[src/rtl/mem_arbiter_if.sv]
// Cache-side request/response signals and the shared RAM port of the memory arbiter.
// The slave modport is the arbiter's view; the master modport is the requester/RAM side.
interface mem_arbiter_if;
    logic        iREN;
    logic [31:0] iaddr;
    logic [31:0] iload;
    logic        ihit;

    logic        dREN;
    logic        dWEN;
    logic [31:0] daddr;
    logic [31:0] dstore;
    logic [31:0] dload;
    logic        dhit;

    logic        ramREN;
    logic        ramWEN;
    logic [31:0] ramaddr;
    logic [31:0] ramstore;
    logic [31:0] ramload;
    logic [1:0]  ramstate;

    logic        busy;
    logic        err;

    modport slave (
        input  iREN, iaddr, dREN, dWEN, daddr, dstore, ramload, ramstate,
        output iload, ihit, dload, dhit, ramREN, ramWEN, ramaddr, ramstore, busy, err
    );

    modport master (
        output iREN, iaddr, dREN, dWEN, daddr, dstore, ramload, ramstate,
        input  iload, ihit, dload, dhit, ramREN, ramWEN, ramaddr, ramstore, busy, err
    );
endinterface

[src/rtl/mem_arbiter.sv]
// Round-robin arbiter granting the single RAM port to instruction fetch or data access,
// holding the grant until ACCESS, ERROR, timeout or requester abort.
module mem_arbiter #(
    parameter int unsigned TIMEOUT = 255,
    parameter int unsigned CNT_W   = 8
) (
    input logic          CLK,
    input logic          RST,
    mem_arbiter_if.slave bus
);

    typedef enum logic [1:0] {IDLE, IGNT, DGNT} state_e;
    typedef enum logic [1:0] {
        RAM_FREE   = 2'd0,
        RAM_BUSY   = 2'd1,
        RAM_ACCESS = 2'd2,
        RAM_ERROR  = 2'd3
    } ram_st_e;

    state_e            state_q, state_d;
    logic              last_q, last_d;
    logic              err_q, err_d;
    logic              wen_q, wen_d;
    logic [CNT_W-1:0]  cnt_q, cnt_d;
    logic [31:0]       addr_q, addr_d;
    logic [31:0]       store_q, store_d;

    ram_st_e           ram_st;
    logic              req_i, req_d;
    logic              pick_d;
    logic              granted_en;
    logic              timeout;
    logic              ram_ren, ram_wen;
    logic              ihit_c, dhit_c;

    always_comb begin
        ram_st     = ram_st_e'(bus.ramstate);
        req_i      = bus.iREN;
        req_d      = bus.dREN | bus.dWEN;
        // On a tie the requester that did not win last time gets the port
        pick_d     = req_d & (~req_i | ~last_q);
        granted_en = (state_q == IGNT) ? req_i : req_d;
        timeout    = (cnt_q == CNT_W'(TIMEOUT));
    end

    always_comb begin
        state_d = state_q;
        last_d  = last_q;
        err_d   = err_q;
        wen_d   = wen_q;
        cnt_d   = cnt_q;
        addr_d  = addr_q;
        store_d = store_q;
        ram_ren = 1'b0;
        ram_wen = 1'b0;
        ihit_c  = 1'b0;
        dhit_c  = 1'b0;

        case (state_q)
            IDLE: begin
                if (req_i | req_d) begin
                    cnt_d = '0;
                    if (pick_d) begin
                        state_d = DGNT;
                        wen_d   = bus.dWEN;
                        addr_d  = bus.daddr;
                        store_d = bus.dstore;
                    end else begin
                        state_d = IGNT;
                        wen_d   = 1'b0;
                        addr_d  = bus.iaddr;
                        store_d = '0;
                    end
                end
            end

            IGNT, DGNT: begin
                ram_ren = ~wen_q;
                ram_wen = wen_q;
                // ACCESS outranks abort and timeout; abort outranks a RAM error
                if (ram_st == RAM_ACCESS) begin
                    ihit_c  = (state_q == IGNT);
                    dhit_c  = (state_q == DGNT);
                    last_d  = (state_q == DGNT);
                    state_d = IDLE;
                end else if (!granted_en) begin
                    ram_ren = 1'b0;
                    ram_wen = 1'b0;
                    state_d = IDLE;
                end else if ((ram_st == RAM_ERROR) || timeout) begin
                    err_d   = 1'b1;
                    last_d  = (state_q == DGNT);
                    state_d = IDLE;
                end else begin
                    cnt_d = cnt_q + 1'b1;
                end
            end

            default: state_d = IDLE;
        endcase
    end

    always_ff @(posedge CLK) begin
        if (RST) begin
            state_q <= IDLE;
            last_q  <= 1'b1;
            err_q   <= 1'b0;
            wen_q   <= 1'b0;
            cnt_q   <= '0;
            addr_q  <= '0;
            store_q <= '0;
        end else begin
            state_q <= state_d;
            last_q  <= last_d;
            err_q   <= err_d;
            wen_q   <= wen_d;
            cnt_q   <= cnt_d;
            addr_q  <= addr_d;
            store_q <= store_d;
        end
    end

    always_comb begin
        bus.ramREN   = ram_ren;
        bus.ramWEN   = ram_wen;
        bus.ramaddr  = (state_q == IDLE) ? '0 : addr_q;
        bus.ramstore = (state_q == IDLE) ? '0 : store_q;
        bus.ihit     = ihit_c;
        bus.dhit     = dhit_c;
        bus.iload    = ihit_c ? bus.ramload : '0;
        bus.dload    = dhit_c ? bus.ramload : '0;
        bus.busy     = (state_q != IDLE);
        bus.err      = err_q;
    end

endmodule
[src/flat_wrapper.sv]
// flat-port wrapper written by rule: the top's interface ports become plain ports
module mem_arbiter_flat 
#(
    parameter int unsigned TIMEOUT = 255,
    parameter int unsigned CNT_W   = 8
)
  (CLK, RST, bus_iREN, bus_iaddr, bus_dREN, bus_dWEN, bus_daddr, bus_dstore, bus_ramload, bus_ramstate, bus_iload, bus_ihit, bus_dload, bus_dhit, bus_ramREN, bus_ramWEN, bus_ramaddr, bus_ramstore, bus_busy, bus_err);
  mem_arbiter_if bus_i ();
  input logic CLK;
  input logic RST;
  input wire logic [$bits(bus_i.iREN)-1:0] bus_iREN;
  input wire logic [$bits(bus_i.iaddr)-1:0] bus_iaddr;
  input wire logic [$bits(bus_i.dREN)-1:0] bus_dREN;
  input wire logic [$bits(bus_i.dWEN)-1:0] bus_dWEN;
  input wire logic [$bits(bus_i.daddr)-1:0] bus_daddr;
  input wire logic [$bits(bus_i.dstore)-1:0] bus_dstore;
  input wire logic [$bits(bus_i.ramload)-1:0] bus_ramload;
  input wire logic [$bits(bus_i.ramstate)-1:0] bus_ramstate;
  output wire logic [$bits(bus_i.iload)-1:0] bus_iload;
  output wire logic [$bits(bus_i.ihit)-1:0] bus_ihit;
  output wire logic [$bits(bus_i.dload)-1:0] bus_dload;
  output wire logic [$bits(bus_i.dhit)-1:0] bus_dhit;
  output wire logic [$bits(bus_i.ramREN)-1:0] bus_ramREN;
  output wire logic [$bits(bus_i.ramWEN)-1:0] bus_ramWEN;
  output wire logic [$bits(bus_i.ramaddr)-1:0] bus_ramaddr;
  output wire logic [$bits(bus_i.ramstore)-1:0] bus_ramstore;
  output wire logic [$bits(bus_i.busy)-1:0] bus_busy;
  output wire logic [$bits(bus_i.err)-1:0] bus_err;
  assign bus_i.iREN = bus_iREN;
  assign bus_i.iaddr = bus_iaddr;
  assign bus_i.dREN = bus_dREN;
  assign bus_i.dWEN = bus_dWEN;
  assign bus_i.daddr = bus_daddr;
  assign bus_i.dstore = bus_dstore;
  assign bus_i.ramload = bus_ramload;
  assign bus_i.ramstate = bus_ramstate;
  assign bus_iload = bus_i.iload;
  assign bus_ihit = bus_i.ihit;
  assign bus_dload = bus_i.dload;
  assign bus_dhit = bus_i.dhit;
  assign bus_ramREN = bus_i.ramREN;
  assign bus_ramWEN = bus_i.ramWEN;
  assign bus_ramaddr = bus_i.ramaddr;
  assign bus_ramstore = bus_i.ramstore;
  assign bus_busy = bus_i.busy;
  assign bus_err = bus_i.err;
  mem_arbiter #(.TIMEOUT(TIMEOUT), .CNT_W(CNT_W)) u_core (.CLK(CLK), .RST(RST), .bus(bus_i));
endmodule
[config.mk]
export PLATFORM = sky130hd
export DESIGN_NAME = mem_arbiter_flat
export DESIGN_NICKNAME = d
export VERILOG_FILES = /design/src/rtl/mem_arbiter_if.sv /design/src/rtl/mem_arbiter.sv /design/src/flat_wrapper.sv
export SDC_FILE = /design/constraint.sdc
export NUM_CORES = 1
export LEC_CHECK = 0
export BUFFER_PORTS_ARGS = -buffer_cell sky130_fd_sc_hd__buf_2
export CORE_MARGIN = 5
export CORE_UTILIZATION = 29
export CTS_CLUSTER_SIZE = 14
export DETAILED_ROUTE_END_ITERATION = 8
export PLACE_DENSITY = 0.63
export REMOVE_ABC_BUFFERS = 1
export SETUP_SLACK_MARGIN = 0.05
export SLEW_MARGIN = 10
export SYNTH_ARGS = -nofsm -noshare
export SYNTH_HDL_FRONTEND = slang
export SYNTH_SLANG_ARGS = --single-unit
[constraint.sdc]
create_clock -name CLK -period 1.8 [get_ports CLK]
set_input_delay 0.09 -clock CLK [delete_from_list [all_inputs] [get_ports CLK]]
set_output_delay 0.09 -clock CLK [all_outputs]
set_load 0.005 [all_outputs]
==> metrics.md, run 1 <==
| Metric | Value |
|---|---|
| FF-to-FF setup slack | 70 ps |
| Fin area | 0.00674 mm² |
| Share of total power in the clock network | 35.9% |
| Area after detailed placement | 0.00599 mm² |
| Sequential cell area in the final layout | 0.00155 mm² |
| Final count of negative-setup-slack endpoints | 0 |
| Layout overhead on the synthesized area | 56.3% |
| Internal power summed over all cells | 0.00406 W |
| Final Critical Period | 1750 ps |
| Path depth of the worst reg2reg path | 7 |
| Launching element type of the critical path | flip-flop |
| CTS Buf Count | 9 |
| Wirelength per Cell | 15.0 µm |
| Commonest non-fill, non-tap cell in the layout | sky130_fd_sc_hd__buf_2 |
| Detail Route Antenna Nets | 0 |
| X dimension of the die | 132 µm |
| Initial Utilization | 29.6% |
| Number of top-level pins | 269 |
| Register area share after synthesis | 35.8% |
| Diodes inserted | 0 |
| Cell at the root of the clock tree | sky130_fd_sc_hd__clkbuf_16 |
| Number of flip-flops and latches in the synthesized netlist | 77 |
| Buffers from clock root to sink, at most | 2 |
| Post-detailed-route DRC marker count | 0 |
| Latest clock arrival within the worst-skew pair | 330 ps |
| Final Hold Viols | 0 |
| Crit-path slowest cell | sky130_fd_sc_hd__dfxtp_4 |
| Sink Count | 77 |
| Worst ir drop on vdd | 477 µV |
| Initial DRT Pass Iterations | 4 |
| Placeable Area | 0.0145 mm² |
| Worst reg2reg endpoint | u_core.cnt_q[1] |
| Netlist area before placement | 0.00431 mm² |
| Share of the core filled with cells in the final layout | 46.3% |
| Yosys warnings | 0 |
| Number of fill cells in the layout | 1477 |
| Fraction of final layout cells sized beyond drive strength 1 | 44.8% |
| Reg power frac | 34.6% |
| Total Nets Final | 956 |
| Total Routed Length | 15.0 mm |
| Worst clock skew on the final layout | 6.36 ps |
| Total of buffers placed on input and output ports | 268 |
| Row cnt | 44 |
| GR Overflow Total | 0 |
| Die Outline Area | 0.0174 mm² |
| Most frequent cells in the layout | sky130_fd_sc_hd__buf_2, sky130_fd_sc_hd__dfxtp_1, sky130_fd_sc_hd__nor2b_1 |
| Max-Slew Margin vs Limit | 64.4% |
| Via-to-Cell Ratio | 4.71 |
| Via count of the first global-routing pass | 4607 |
| Hold Path Sink | u_core.store_q[28] |
| Wire length of the first global-routing pass | 23.5 mm |
| Iter 0 DRT Violations | 165 |
| Clock transition at the registers of the reported paths | 60 ps |
| Share of the clock period used by the worst path | 97.1% |
| Most used DFF post-synth | sky130_fd_sc_hd__dfxtp_1 |
| Avg Cell Area, Syn | 7.88 µm² |
| Worst Setup Path Type | flip-flop to output port |
| Classification of the worst-slack hold path | input pin to flip-flop |
| Stage delay of the slowest cell on the critical path | 380 ps |
| Required time at the worst-slack endpoint | 1710 ps |
| Fin. max-slew vios | 0 |
| Chain of cells forming the critical path | inv_4 > ha_4 > nand2_4 > nor2_4 > buf_8 > and2_1 > buf_2 |
| Multi-input gate area | 0.00273 mm² |
| Upper clock frequency limit | 572 MHz |
| Leakage dissipation | 3.24 nW |
| Critical Path Sink Type | output port |
| Setup repair after global routing missed its margin | yes |
| Initial antenna violation count | 0 |
| Unique cell type count in the Yosys netlist | 42 |
| Fraction of registers with async set or reset after synthesis | 0% |
| Pin count of the biggest net entering global routing | 64 |
| Post-DP HPWL | 11.0 mm |
| Number of enable-type register cells in the synthesized netlist | 0 |
| Worst r2r src | u_core.state_q[0] |
| Gpl congestion | 0.791 |
| Proportion of total power due to net switching | 29.9% |
| Worst Min Path Start | bus_dstore[28] |
| Die outline height | 132 µm |
| Crit Path Max Fanout | 16 |
| Net load switching power | 0.00173 W |
| Max_cap viols | 0 |
| Number of cells on the worst hold path | 3 |
| Relative contribution of combinational cells to total power | 29.5% |
| Global Route Usage Sum | 16.1% |
| Worst-margin pin slew | 534 ps |
| Htree depth | 3 |
| P per Cell Area | 860 mW/mm² |
| Vias post-DR | 4734 |
| Clock tree from TritonCTS | done |
| Outcome | finished clean |
| Synth Instances | 547 |
| Arr. time, crit path | 1660 ps |
-- stage by stage --
| stage | setup WS, ps | cells | power, W | hold WS [ps] | TNS, ps |
|---|---|---|---|---|---|
| floorplan | -3520 | 498 | 0.00289 | 159 | -254400 |
| global placement | -8.40 | 977 | 0.00359 | 349 | -8.40 |
| detailed placement | -51.1 | 977 | 0.00360 | 355 | -365 |
| CTS | -13.3 | 1002 | 0.00577 | 0.201 | -205 |
| global route | -41.0 | 1005 | 0.00614 | 7.88 | -1050 |
| finish | 52.0 | 1005 | 0.00579 | 10.2 | 0 |
-- Yosys cell counts, drive strengths merged, types with 2 or more instances --
| cell type | instances | area, µm² |
|---|---|---|
| and4 | 2 | 17.5 |
| o211ai | 2 | 15.0 |
| ha | 5 | 62.6 |
| a211oi | 32 | 240 |
| o311ai | 2 | 17.5 |
| nor3 | 7 | 35.0 |
| buf | 11 | 56.3 |
| and2 | 64 | 400 |
| nand3 | 36 | 180 |
| nand2 | 48 | 180 |
| a21oi | 34 | 170 |
| nor4b | 4 | 41.3 |
| a31o | 3 | 26.3 |
| nor3b | 3 | 22.5 |
| o32ai | 2 | 17.5 |
| nor2b | 65 | 409 |
| a41oi | 2 | 17.5 |
| mux2i | 33 | 330 |
| inv | 4 | 15.0 |
| clkbuf | 38 | 143 |
| nand4b | 2 | 17.5 |
| nor4 | 2 | 12.5 |
| nand4 | 3 | 18.8 |
| and3 | 3 | 18.8 |
| a31oi | 6 | 37.5 |
| o21ai | 2 | 10.0 |
| nor2 | 41 | 154 |
| nand2b | 4 | 25.0 |
| or2 | 3 | 18.8 |
| dfxtp | 77 | 1540 |
-- layer usage --
metal / track usage, % / share of wire [%] / wire, µm / vias up
met5: 0 / 0 / 0 / -
met4: 4.11 / 1.5 / 222 / 0
met3: 5.27 / 9.2 / 1380 / 16
met2: 28.6 / 50 / 7550 / 210
met1: 18.6 / 39 / 5880 / 2099
li1: - / - / - / 2409
-- flip-flops by register name, indices dropped and copies added (netlist names) --
name            flops
u_core.cnt_q        8
u_core.addr_q      32
u_core.bus.err      1
u_core.state_q      2
u_core.store_q     32
u_core.wen_q        1
u_core.last_q       1
-- cell type report --
| type | count | area share [%] |
|---|---|---|
| clock inverters | 6 | 1.65 |
| repair buffers | 307 | 27.7 |
| well taps | 184 | 3.42 |
| multi-input cells | 417 | 40.5 |
| clock buffers | 10 | 3.40 |
| flip-flops and latches | 77 | 23.0 |
| inverters | 4 | 0.297 |
-- repair_timing --
item | 4_1_cts | 5_1_grt
pin swaps | 10 | 26
gates cloned | 2 | 1
gates resized for setup | 42 | 41
endpoints found under the setup margin | 116 | 128
endpoints found under the hold margin | 2 | 0
buffers inserted | 5 | 5
hold buffers | 2 | 0
-- worst max-delay path by stage --
stage | startpoint | end | depth (start not counted)
after floorplan | u_core.state_q[0] | u_core.addr_q[0] | 5
after global routing | u_core.state_q[1] | bus_dload[7] | 7
after detailed placement | u_core.state_q[1] | u_core.cnt_q[1] | 6
after global placement | u_core.state_q[1] | u_core.cnt_q[1] | 6
final | u_core.state_q[0] | bus_dload[12] | 7
after CTS | u_core.state_q[0] | bus_dload[8] | 8
-- power by group through the flow --
| stage | Clock, W | Sequential [W] | Combinational (W) |
|---|---|---|---|
| global route | 0.00221 | 0.00203 | 0.00190 |
| finish | 0.00208 | 0.00201 | 0.00171 |
| CTS | 0.00213 | 0.00201 | 0.00163 |
| global placement | 0 | 0.00203 | 0.00156 |
| detailed placement | 0 | 0.00204 | 0.00156 |
| floorplan | 0 | 0.00201 | 0.000880 |
-- critical path, delay by kind of cell, from the launching register on --
kind                       cells  cell delay [ps]
and+or+nand+nor                3              330
adders and majority gates      1              280
DFF                            1              380
buffers and inverters          3              320
-- cell families (layout without fill, tap and decap cells) --
group | count (synthesis) | count (layout) | synth area share (%)
simple gates | 290 | 290 | 36.6
compound gates | 89 | 89 | 13.5
flops | 77 | 77 | 35.8
buf+inv | 53 | 327 | 4.97
mux | 33 | 33 | 7.67
fa+ha+maj | 5 | 5 | 1.45
(Power assumes the default switching activity.)
==> run 2: changes to the inputs <==
--- a/config.mk
+++ b/config.mk
@@ -10,7 +10,7 @@
 export CORE_UTILIZATION = 29
 export CTS_CLUSTER_SIZE = 14
 export DETAILED_ROUTE_END_ITERATION = 8
-export PLACE_DENSITY = 0.63
+export PLACE_DENSITY_LB_ADDON = 0.3
 export REMOVE_ABC_BUFFERS = 1
 export SETUP_SLACK_MARGIN = 0.05
 export SLEW_MARGIN = 10
==> run 2 against run 1 <==
  * The run now ends with setup timing left
  * Critical path depth grew 2
  * Clock power shrank 3%
  * Worst setup slack lost 130 ps
  * Flip-flop and latch count is the same
  * Critical path type unchanged
  * Clock skew is essentially flat
  * Non-clock buffer count shrank 1
  * First-iteration DRC count grew 1.8%
  * Sequential power is essentially flat
  * Largest power group is now registers
  * Total power shrank 1.3%
==> metrics.md, run 2 (synthesized netlist as in run 1, its figures left out) <==
| Metric | Value |
|---|---|
| Initial Utilization | 29.6% (unchanged) |
| Via-to-Cell Ratio | 4.74 (+0.63%) |
| Required time at the worst-slack endpoint | 1710 ps (about the same) |
| Final Critical Period | 1880 ps (+127 ps) |
| Worst clock skew on the final layout | 6.71 ps (+0.353 ps) |
| Final TNS setup | -1710 ps (-1710 ps) |
| Latest clock arrival within the worst-skew pair | 330 ps (about the same) |
| Gpl congestion | 0.821 (+3.8%) |
| Post-detailed-route DRC marker count | 0 (unchanged) |
| Final Hold Viols | 0 (unchanged) |
| Most frequent cells in the layout | sky130_fd_sc_hd__buf_2, sky130_fd_sc_hd__dfxtp_1, sky130_fd_sc_hd__nor2b_1 |
| Fraction of final layout cells sized beyond drive strength 1 | 43.0% (-1.8 points) |
| Share of the core filled with cells in the final layout | 45.5% (-0.84 points) |
| Sink Count | 77 (unchanged) |
| Worst-margin pin slew | 585 ps (+50.8 ps) |
| Buffers from clock root to sink, at most | 2 (unchanged) |
| Htree depth | 3 (unchanged) |
| Wirelength per Cell | 15.5 µm (+3.9%) |
| Via count of the first global-routing pass | 4651 (+0.96%) |
| Share of the clock period used by the worst path | 104% (+7.1 points) |
| Number of top-level pins | 269 (unchanged) |
| Iter 0 DRT Violations | 168 (+1.8%) |
| Initial DRT Pass Iterations | 5 (+1) |
| Final count of negative-setup-slack endpoints | 46 (+46) |
| Hold Path Sink | u_core.store_q[14] |
| X dimension of the die | 132 µm (unchanged) |
| Worst Setup Path Type | flip-flop to output port |
| Total of buffers placed on input and output ports | 268 (unchanged) |
| Non-filler cells, final | 1005 (unchanged) |
| Launching element type of the critical path | flip-flop |
| Violated checks | setup timing |
| Final Worst Setup Slack | -75.4 ps (-127 ps) |
| Crit-path slowest cell | sky130_fd_sc_hd__dfxtp_2 |
| Arr. time, crit path | 1790 ps (+130 ps) |
| Pin count of the biggest net entering global routing | 62 (-3.1%) |
| Number of cells on the worst hold path | 3 (unchanged) |
| Outcome | complete, but fails checks |
| Layout overhead on the synthesized area | 53.5% |
| Fin. max-slew vios | 0 (unchanged) |
| Stage delay of the slowest cell on the critical path | 330 ps (-50 ps) |
| Total Nets Final | 955 (-0.10%) |
| Worst ir drop on vdd | 387 µV (-19%) |
| Classification of the worst-slack hold path | input pin to flip-flop |
| Critical Path Sink Type | output port |
| Chain of cells forming the critical path | inv_2 > buf_6 > ha_4 > nand2_2 > nor2_4 > buf_4 > clkbuf_16 > and2_1 > buf_2 |
| Placeable Area | 0.0145 mm² (unchanged) |
| Upper clock frequency limit | 533 MHz (-6.8%) |
| Max_cap viols | 0 (unchanged) |
| Detail Route Antenna Nets | 0 (unchanged) |
| Worst Min Path Start | bus_dstore[14] |
| Area after detailed placement | 0.00597 mm² (-0.38%) |
| Leakage dissipation | 3.20 nW (-1.0%) |
| Initial antenna violation count | 2 (+2) |
| Worst slack, placed | -65.7 ps (-14.6 ps) |
| Die outline height | 132 µm (unchanged) |
| Worst reg2reg endpoint | u_core.cnt_q[1] |
| Total Routed Length | 15.6 mm (+3.9%) |
| Family with the most delay on the worst path | buffers and inverters |
| Max-Slew Margin vs Limit | 61.0% (-3.4 points) |
| Clock tree from TritonCTS | done |
| Largest registers | u_core.addr_q x32, u_core.store_q x32, u_core.cnt_q x8 |
| FF-to-FF setup slack | 70 ps (about the same) |
| Clock transition at the registers of the reported paths | 70 ps (about the same) |
| GR Overflow Total | 0 (unchanged) |
| Worst r2r src | u_core.state_q[1] |
| Sum of buffers and inverters on the critical path | 5 (+2) |
| Die Outline Area | 0.0174 mm² (unchanged) |
| Fin area | 0.00661 mm² (-1.8%) |
| Wire length of the first global-routing pass | 24.5 mm (+4.2%) |
| Post-DP HPWL | 11.7 mm (+6.3%) |
| Commonest non-fill, non-tap cell in the layout | sky130_fd_sc_hd__buf_2 |
| Setup repair after global routing missed its margin | yes |
| Crit Path Max Fanout | 8 (-8) |
| CTS Buf Count | 9 (unchanged) |
| Cell at the root of the clock tree | sky130_fd_sc_hd__clkbuf_16 |
| P per Cell Area | 865 mW/mm² (+0.56%) |
| Row cnt | 44 (unchanged) |
| # placed instances | 974 (-0.31%) |
| Global Route Usage Sum | 17.0% (+0.94 points) |
| Path depth of the worst reg2reg path | 8 (+1) |
| Vias post-DR | 4764 (+0.63%) |
-- run 2: cell count changes in the layout (fill, tap and decap cells not counted), sizes merged --
cell / change
bufinv: -1
diode: +1
buf: -2
inv: +4
clkinv: -2
-- run 2: layout make-up --
cell class	count	area [µm²]
clock buffers	9	225
diodes	1	2.50
repair buffers	306	1780
inverters	4	15.0
flip-flops and latches	77	1540
well taps	184	230
clock inverters	7	105
fillers	1501	7920
multi-input cells	417	2720
-- run 2: tightest hold or removal path: stages --
cell                      delay (ps)
sky130_fd_sc_hd__buf_2            90
sky130_fd_sc_hd__nand3_1          50
sky130_fd_sc_hd__a21oi_1          60
-- run 2: layer usage --
layer	GRT usage, %	up-vias	share of wire, %	routed length [µm]
met5	0	-	0.090	14
met4	4.11	2	1.5	241
met3	6.98	16	11	1770
met2	29.8	244	49	7630
met1	19.3	2096	38	5960
li1	-	2406	-	-
-- run 2: how the worst max path moves through the flow --
| stage | slack (ps) | cells after the start | end | startpoint |
|---|---|---|---|---|
| 4_1_cts | -90 | 9 | bus_iload[23] | u_core.state_q[1] |
| 2_1_floorplan | -3520 | 5 | u_core.addr_q[0] | u_core.state_q[0] |
| 6_report | -80 | 9 | bus_iload[0] | u_core.state_q[1] |
| 3_3_place_gp | -20 | 6 | u_core.state_q[1] | u_core.state_q[1] |
| 3_5_place_dp | -70 | 6 | u_core.cnt_q[1] | u_core.state_q[0] |
| 5_1_grt | -140 | 9 | bus_iload[5] | u_core.state_q[1] |
-- run 2: metrics by stage --
stage | hold slack [ps] | power (W)
2_1_floorplan | 159 | 0.00289
3_3_place_gp | 350 | 0.00360
3_5_place_dp | 354 | 0.00360
4_1_cts | 0.420 | 0.00575
5_1_grt | 0.392 | 0.00606
6_report | 7.16 | 0.00572
-- run 2: power breakdown --
part / internal [W] / switching [W] / leakage [nW] / total [W]
combinational: 0.000776 / 0.000923 / 2.41 / 0.00170
sequential: 0.00191 / 0.0000957 / 0.634 / 0.00201
clock: 0.00124 / 0.000772 / 0.159 / 0.00201
total: 0.00393 / 0.00179 / 3.20 / 0.00572
-- run 2: timing repair --
action | in CTS | in global routing
cloned | 1 | 1
setup buffers | 11 | 2
hold buffers | 2 | 0
resized for setup | 21 | 23
setup endpoints to repair | 80 | 176
pin swaps | 8 | 4
hold endpoints to repair | 2 | 0
==> run 3: changes to the inputs <==
--- a/config.mk
+++ b/config.mk
@@ -5,6 +5,7 @@
 export SDC_FILE = /design/constraint.sdc
 export NUM_CORES = 1
 export LEC_CHECK = 0
+export ABC_AREA = 1
 export BUFFER_PORTS_ARGS = -buffer_cell sky130_fd_sc_hd__buf_2
 export CORE_MARGIN = 5
 export CORE_UTILIZATION = 29
==> run 3 against run 2 <==
  * The flow still finishes with violations (setup timing)
  * Register-to-register slack better by 90 ps
  * Largest power group is now the clock network
  * Critical path type unchanged
  * Final cell count is 13% higher
  * Clock power is 4% higher
  * Core utilization down 0.26 points
  * Wire length rose by 0.66%
  * Synthesized cell count rose by 22%
  * Global-route usage shrank 0.32 points
  * Via count rose by 9.0%
  * Synthesized area up 0.20%
==> metrics.md, run 3 <==
| Metric | Value |
|---|---|
| Netlist area before placement | 0.00432 mm² (+0.20%) |
| Final-layout worst hold slack | 19.1 ps (+11.9 ps) |
| Stage delay of the slowest cell on the critical path | 330 ps (about the same) |
| Post-DP HPWL | 11.1 mm (-4.7%) |
| Vias post-DR | 5191 (+9.0%) |
| Clock transition at the registers of the reported paths | 60 ps (about the same) |
| Initial DRT Pass Iterations | 5 (unchanged) |
| P per Cell Area | 917 mW/mm² (+6.1%) |
| Max_cap viols | 0 (unchanged) |
| Commonest non-fill, non-tap cell in the layout | sky130_fd_sc_hd__buf_2 |
| Worst Setup Path Type | flip-flop to output port |
| Final Hold Viols | 0 (unchanged) |
| Global Route Usage Sum | 16.7% (-0.32 points) |
| Cell at the root of the clock tree | sky130_fd_sc_hd__clkbuf_16 |
| # placed instances | 1099 (+13%) |
| Latest clock arrival within the worst-skew pair | 330 ps (about the same) |
| Leading cell types by total area after synthesis | sky130_fd_sc_hd__dfxtp_1, sky130_fd_sc_hd__nor2_1, sky130_fd_sc_hd__a21oi_1 |
| Fraction of final layout cells sized beyond drive strength 1 | 38.1% (-5.0 points) |
| Number of top-level pins | 269 (unchanged) |
| Pin count of the biggest net entering global routing | 65 (+4.8%) |
| Initial Utilization | 29.6% (-0.052 points) |
| Crit-path slowest cell | sky130_fd_sc_hd__dfxtp_2 |
| Wire length of the first global-routing pass | 24.2 mm (-1.1%) |
| Number of flip-flops and latches in the synthesized netlist | 77 (unchanged) |
| Worst-margin pin slew | 572 ps (-13.0 ps) |
| Layout overhead on the synthesized area | 52.9% |
| Iter 0 DRT Violations | 170 (+1.2%) |
| Fin. max-slew vios | 0 (unchanged) |
| Wirelength per Cell | 13.8 µm (-11%) |
| GR Overflow Total | 0 (unchanged) |
| Non-filler cells, final | 1137 (+13%) |
| Total of buffers placed on input and output ports | 268 (unchanged) |
| Via count of the first global-routing pass | 4887 (+5.1%) |
| Upper clock frequency limit | 555 MHz (+4.1%) |
| Launching element type of the critical path | flip-flop |
| Required time at the worst-slack endpoint | 1710 ps (about the same) |
| Unique cell type count in the Yosys netlist | 23 (-45%) |
| Fraction of registers with async set or reset after synthesis | 0% (unchanged) |
| Max-Slew Margin vs Limit | 61.9% (+0.87 points) |
| Critical Path Sink Type | output port |
| Final count of negative-setup-slack endpoints | 1 (-98%) |
| Placeable Area | 0.0146 mm² (+0.38%) |
| Most common cell in the synthesized netlist | sky130_fd_sc_hd__nor2_1 |
| Arr. time, crit path | 1710 ps (-80 ps) |
| X dimension of the die | 132 µm (about the same) |
| Violated checks | setup timing |
| Avg Cell Area, Syn | 6.44 µm² (-18%) |
| Number of enable-type register cells in the synthesized netlist | 0 (unchanged) |
| CTS Buf Count | 9 (unchanged) |
| Total Routed Length | 15.7 mm (+0.66%) |
| Worst slack, placed | -115 ps (-49.4 ps) |
| Clock tree from TritonCTS | done |
| Htree depth | 3 (unchanged) |
| Family with the most delay on the worst path | buffers and inverters |
| Sum of buffers and inverters on the critical path | 6 (+1) |
| Largest registers | u_core.addr_q x32, u_core.store_q x32, u_core.cnt_q x8 |
| Outcome | complete, but fails checks |
| Total Nets Final | 1088 (+14%) |
| Initial antenna violation count | 3 (+1) |
| Share of the clock period used by the worst path | 100% (-4.1 points) |
| Buffers from clock root to sink, at most | 2 (unchanged) |
| Die outline height | 132 µm (about the same) |
| Leakage dissipation | 3.48 nW (+8.7%) |
| Final Critical Period | 1800 ps (-74.3 ps) |
| Via-to-Cell Ratio | 4.57 (-3.7%) |
| Most used DFF post-synth | sky130_fd_sc_hd__dfxtp_1 |
| Classification of the worst-slack hold path | input pin to flip-flop |
| Crit Path Max Fanout | 8 (unchanged) |
| Diodes inserted | 0 (-1) |
| Cell taking the most area after synthesis | sky130_fd_sc_hd__dfxtp_1 |
| Share of Yosys cell area claimed by the top area cell type | 35.7% (-0.073 points) |
| Final Worst Setup Slack | -1.12 ps (+74.3 ps) |
| Row cnt | 44 (unchanged) |
| Worst clock skew on the final layout | 11.9 ps (+5.22 ps) |
| FF-to-FF setup slack | 160 ps (+90 ps) |
| Gpl congestion | 0.851 (+3.6%) |
| Yosys warnings | 0 (unchanged) |
| Post-detailed-route DRC marker count | 0 (unchanged) |
| Final TNS setup | -1.12 ps (+1710 ps) |
| Most used standard cells in the synthesized netlist | sky130_fd_sc_hd__nor2_1, sky130_fd_sc_hd__inv_1, sky130_fd_sc_hd__a21oi_1, sky130_fd_sc_hd__dfxtp_1, sky130_fd_sc_hd__nand2_1 |
| Die Outline Area | 0.0174 mm² (+0.19%) |
| Most frequent cells in the layout | sky130_fd_sc_hd__buf_2, sky130_fd_sc_hd__nor2_1, sky130_fd_sc_hd__inv_1 |
| Chain of cells forming the critical path | inv_2 > ha_4 > inv_4 > nor2_4 > inv_2 > nor2_4 > inv_4 > buf_16 > nor2_1 > buf_2 |
| Synth Instances | 670 (+22%) |
| Detail Route Antenna Nets | 0 (unchanged) |
| Worst ir drop on vdd | 485 µV (+25%) |
| Sink Count | 77 (unchanged) |
| Register area share after synthesis | 35.7% (-0.073 points) |
| Setup repair after global routing missed its margin | yes |
-- run 3: changes by cell type after synthesis, sizes merged, moves of 17 or more --
| cell | change |
|---|---|
| and2 | -64 |
| nor2 | +114 |
| nand3 | -17 |
| a21oi | +71 |
| mux2i | -33 |
| nor2b | -65 |
| o21ai | +31 |
| nand2 | +22 |
| inv | +117 |
-- run 3: kinds of logic after synthesis --
logic type / after synthesis / share of synthesized area [%]
simple gates: 248 / 22.4
compound gates: 173 / 24.7
buf+inv: 167 / 15.7
flops: 77 / 35.7
fa+ha+maj: 5 / 1.45
-- run 3: layout make-up --
type                    instances  area [µm²]
clock inverters                 5         108
inverters                     121         460
clock buffers                  11         233
repair buffers                313        1850
well taps                     184         230
flip-flops and latches         77        1540
fillers                      1548        7990
multi-input cells             426        2180
-- run 3: per-stage QoR --
stage	power, W	cell area (µm²)	util (%)
floorplan	0.00313	4090	-
global placement	0.00389	5920	40.6
detailed placement	0.00389	5920	40.6
CTS	0.00610	6560	45.0
global route	0.00642	6600	45.2
finish	0.00605	6600	45.2
-- run 3: worst paths after layout --
check,start,endpoint,depth (start not counted)
setup / recovery,u_core.state_q[0],bus_iload[14],10
hold / removal,bus_daddr[24],u_core.addr_q[24],3
setup reg to reg,u_core.state_q[0],u_core.cnt_q[2],10
hold reg to reg,u_core.store_q[15],u_core.store_q[15],2
-- run 3: timing repair --
action | CTS | global route
endpoints found under the setup margin | 140 | 72
hold buffers | 15 | 0
endpoints found under the hold margin | 15 | 0
pin swaps | 3 | 2
setup buffers | 6 | 1
gates resized for setup | 24 | 12
gates cloned | 2 | 0
-- run 3: per-layer routing --
layer	wire length, µm	part of all wire, %	GRT usage [%]
met5	13	0.083	0
met4	93	0.59	3.54
met3	1290	8.2	4.96
met2	8000	51	31.1
met1	6310	40	18.7
-- run 3: power breakdown --
| part | internal, W | leakage [nW] | switching [W] |
|---|---|---|---|
| combinational | 0.000764 | 2.68 | 0.00112 |
| clock | 0.00136 | 0.164 | 0.000724 |
| sequential | 0.00198 | 0.638 | 0.000103 |
-- run 3: tightest hold or removal path, cell delays in order --
cell                      delay, ps
sky130_fd_sc_hd__buf_2          100
sky130_fd_sc_hd__nand2_1         50
sky130_fd_sc_hd__a21oi_1         50
